## src/rtl/count_sequencer.sv

```systemverilog
// Sequences a free-running up-counter through programmed passes.
// Supports pause/abort and emits per-pass tick and end-of-sequence done.
module count_sequencer #(
  parameter int unsigned CNT_W = 4,
  parameter int unsigned REP_W = 4
) (
  input  logic             clk,
  input  logic             rst,
  input  logic             cmd_valid,
  output logic             cmd_ready,
  input  logic [CNT_W-1:0] cmd_limit,
  input  logic [REP_W-1:0] cmd_reps,
  input  logic             pause,
  input  logic             abort,
  output logic [CNT_W-1:0] count,
  output logic [REP_W-1:0] rep_idx,
  output logic             busy,
  output logic             tick,
  output logic             done
);

  typedef enum logic [1:0] {
    S_IDLE = 2'd0,
    S_RUN  = 2'd1,
    S_HOLD = 2'd2,
    S_DONE = 2'd3
  } state_e;

  state_e             state_q;
  logic [CNT_W-1:0]   count_q;
  logic [REP_W-1:0]   rep_q;
  logic [CNT_W-1:0]   limit_q;
  logic [REP_W-1:0]   reps_q;
  logic               tick_q;

  // Sequencer state and datapath; tick_q is a one-edge pulse set only on wrap.
  always_ff @(posedge clk or posedge rst) begin
    if (rst) begin
      state_q <= S_IDLE;
      count_q <= '0;
      rep_q   <= '0;
      limit_q <= '0;
      reps_q  <= '0;
      tick_q  <= 1'b0;
    end else begin
      tick_q <= 1'b0;
      case (state_q)
        S_IDLE: begin
          if (cmd_valid) begin
            limit_q <= cmd_limit;
            reps_q  <= cmd_reps;
            count_q <= '0;
            rep_q   <= '0;
            state_q <= S_RUN;
          end
        end
        S_RUN: begin
          if (abort) begin
            count_q <= '0;
            rep_q   <= '0;
            state_q <= S_IDLE;
          end else if (pause) begin
            state_q <= S_HOLD;
          end else if (count_q == limit_q) begin
            count_q <= '0;
            tick_q  <= 1'b1;
            if (rep_q == reps_q) begin
              state_q <= S_DONE;
            end else begin
              rep_q <= rep_q + REP_W'(1);
            end
          end else begin
            count_q <= count_q + CNT_W'(1);
          end
        end
        S_HOLD: begin
          if (abort) begin
            count_q <= '0;
            rep_q   <= '0;
            state_q <= S_IDLE;
          end else if (!pause) begin
            state_q <= S_RUN;
          end
        end
        S_DONE: begin
          state_q <= S_IDLE;
        end
        default: begin
          state_q <= S_IDLE;
        end
      endcase
    end
  end

  // Status flags decode directly from the registered state.
  assign cmd_ready = (state_q == S_IDLE);
  assign busy      = (state_q == S_RUN) || (state_q == S_HOLD);
  assign done      = (state_q == S_DONE);
  assign count     = count_q;
  assign rep_idx   = rep_q;
  assign tick      = tick_q;

endmodule

```

## config.mk

```make
export PLATFORM = sky130hd
export DESIGN_NAME = count_sequencer
export DESIGN_NICKNAME = d
export VERILOG_FILES = /design/src/rtl/count_sequencer.sv
export SDC_FILE = /design/constraint.sdc
export NUM_CORES = 1
export LEC_CHECK = 0
export ABC_AREA = 1
export BUFFER_PORTS_ARGS = -buffer_cell sky130_fd_sc_hd__buf_2
export CAP_MARGIN = 40
export CORE_MARGIN = 5
export CORE_UTILIZATION = 60
export CTS_BUF_LIST = sky130_fd_sc_hd__clkbuf_8
export DETAILED_ROUTE_END_ITERATION = 8
export PLACE_DENSITY_LB_ADDON = 0.3
export SLEW_MARGIN = 10
export SYNTH_ARGS = -nofsm -noshare
export SYNTH_HDL_FRONTEND = slang
export SYNTH_SLANG_ARGS = --single-unit
export TNS_END_PERCENT = 30
```

## constraint.sdc

```tcl
create_clock -name clk -period 2.14 [get_ports clk]
set_input_delay 0.321 -clock clk [delete_from_list [all_inputs] [get_ports clk]]
set_output_delay 0.321 -clock clk [all_outputs]
set_load 0.02 [all_outputs]
```

==> reports/results.txt <==
Max clock buf depth - 2
diodes inserted - 0
YS warnings - 0
Skew-Pair Late Insertion Delay - 0.26 ns
RSZ-0062 raised after global routing - false
Async SR Flop Fraction - 1.000
leading area contributor after synthesis - dfrtp_1
net count after synthesis - 159
Max Clock Skew - 0.002110 ns
antenna violations before repair - 0
Congestion Overflow GR - 0
Worst setup SP type - register
die span in y - 54.44 um
Slew headroom - 0.5450
via count - 946
pin count of the biggest net entering global routing - 20
Post-CTS Resized - 0
synthesized cell area - 1185 um2
most instantiated library cell after synthesis - nand2_1
detailed placement HPWL - 1820 um
hold crit path type - input port to async pin
highest metal used - met4
number of cell rows - 16
status - complete, no violations
DRC viols - 0
Synth Area in Compound Gates - 0.05174
number of flops mapped to enable cells by yosys - 0
Synth top area share - 0.4013
drt total wl - 2277 um
drt initial violations - 15
DR pass1 iterations - 4
max_cap viols - 0
hold buffers post-CTS - 0
critical path endpoint category - register
r2r setup slk - 0.53 ns
Tightest Pin Transition - 0.6818 ns
xor and xnor area share after synthesis - 0.04435
num ports - 25
nets - 187
Max FO, Critical Path - 11
non-filler cells, final - 193
average wire per standard cell - 11.80 um
Post-CTS Setup Inserts - 0
dpl cells - 189
Placer Congestion - 0.7878
Synth Area in Adders - 0.07392
Max Clk Rate - 619.8 MHz
Req. time, crit path - 2.28 ns
port bufs - 24
largest family of logic cells by synthesized area - simple AND/OR/NAND/NOR gates
Fin Setup TNS - 0 ns
Metal-1 WL - 959 um
root buffer cell - clkbuf_8
Final period util - 0.7539
Seq cells post-synth - 19
Vias per Instance - 4.902
CP max-delay cell - dfrtp_1
DIE AREA - 2964 um2
chip width - 54.44 um
vias in the first global route - 856
Final ANT Viol Nets - 0
delay-heaviest family, CP - flip-flops
clock sink total - 19
Seq/Total Area, Yosys - 0.4013
Final Hold Fails - 0
peak supply drop - 0.8229 mV
clock slew at reported path FFs - 0.07 ns
Setup violations, final - 0
core area - 1922 um2
share of cells above drive strength 1 - 0.3133
crit-path cells - inv_1, ha_1, nand2_1, mux2_2
CTS buffer count - 3
Total GRT Usage - 0.1809
Leak - 0.7354 nW
Cell variety after synth - 28
data arrival time of the critical path - 1.76 ns
Post-synth top cells - nand2_1 (34), inv_1 (20), dfrtp_1 (19)
Mapped Avg Cell Area - 8.524 um2
WP buf/inv - 1
Final min period - 1.613 ns
routed wl met3 - 109 um
synth top area cells - dfrtp_1 (40%), nand2_1 (11%), ha_1 (7.4%)
Layout Area Growth over Synthesis - 16.37%
primary flip-flop cell chosen by synthesis mapping - dfrtp_1
first-pass GRT wire length - 3657 um
Post-Synth Simple-Gate Area - 0.2988
post-synthesis mux area share - 0.04752
Crit Path Class - register to register
Finished Core Util - 0.7174
CTS tree - yes
fin. max-slew vios - 0
PwrDens - 1127 nW/um2
Initial Utilization - 0.6165
Mapped Cells - 139
H-Tree Depth - 1
Max stage delay on crit path - 0.40 ns
metal2 WL - 1158 um
[per-layer routing]
metal / global-route usage / vias up
met2: 0.3187 / 17
met3: 0.04360 / 6
met5: 0 / -
li1: - / 492
met1: 0.1973 / 431
met4: 0.09959 / 0
[per-stage QoR]
step | total power, mW | hold slack [ns] | cell area [um2] | worst slack (ns)
6_report | 1.554 | 0.1541 | 1379 | 0.5266
5_1_grt | 1.670 | 0.2313 | 1379 | 0.4273
4_1_cts | 1.570 | 0.1738 | 1379 | 0.5097
3_5_place_dp | 1.317 | 0.4639 | 1334 | 0.5201
3_3_place_gp | 1.283 | 0.4530 | 1334 | 0.5866
2_1_floorplan | 1.157 | 0.2721 | 1185 | 0.6080
[cells by family after synthesis]
family / after synthesis
AO/OA/AOI/OAI: 9
XOR/XNOR: 6
adder cells (fa/ha/maj): 7
buffers and inverters: 25
flip-flops: 19
multiplexers: 5
AND/OR/NAND/NOR: 68
[power breakdown]
| group | switching, mW | leakage (nW) | internal, mW |
|---|---|---|---|
| registers | 0.0926 | 0.241 | 0.467 |
| clock network | 0.117 | 0.0269 | 0.128 |
| logic | 0.455 | 0.468 | 0.294 |
[worst paths after layout]
| path | cells after the start | end | start |
|---|---|---|---|
| worst max register to register | 4 | limit_q[2] | state_q[0] |
| min in group clk | 2 | reps_q[1] | cmd_reps[1] |
| max in group asynchronous | 2 | state_q[0] | rst |
| worst min-delay path | 2 | limit_q[1] | rst |
| worst max-delay path | 4 | limit_q[2] | state_q[0] |
| worst min register to register | 1 | reps_q[3] | reps_q[3] |
[registers in the layout, indices dropped and copies added (netlist names)]
name / cells
state_q: 2
count: 4
rep_idx: 4
reps_q: 4
limit_q: 4
tick: 1
[layout make-up]
type | count | area [um2]
Fill cell | 159 | 543.0
Inverter | 24 | 92.59
Clock inverter | 1 | 3.754
Timing Repair Buffer | 24 | 120.1
Clock buffer | 3 | 41.29
Multi-Input combinational cell | 95 | 611.8
Sequential cell | 19 | 475.5
Tap cell | 27 | 33.78
[cell usage in the layout (no fill, tap or decap)]
cell type	count
a21oi_1	3
a21oi_4	1
buf_2	24
clkbuf_8	3
dfrtp_1	19
ha_1	7
inv_1	21
inv_2	3
inv_4	1
mux2_2	5
nand2_1	34
nand2_2	4
nand2_4	2
nand3_1	5
nand3_2	2
nand3_4	1
nand3b_1	1
nand4_1	3
nor2_1	9
nor2_2	2
nor2_4	2
nor4_1	2
o21ai_0	1
o21ai_1	2
o21ai_2	1
o22ai_1	1
or2_4	1
xnor2_1	5
xor2_1	1
Power figures use the tool's default switching activity.
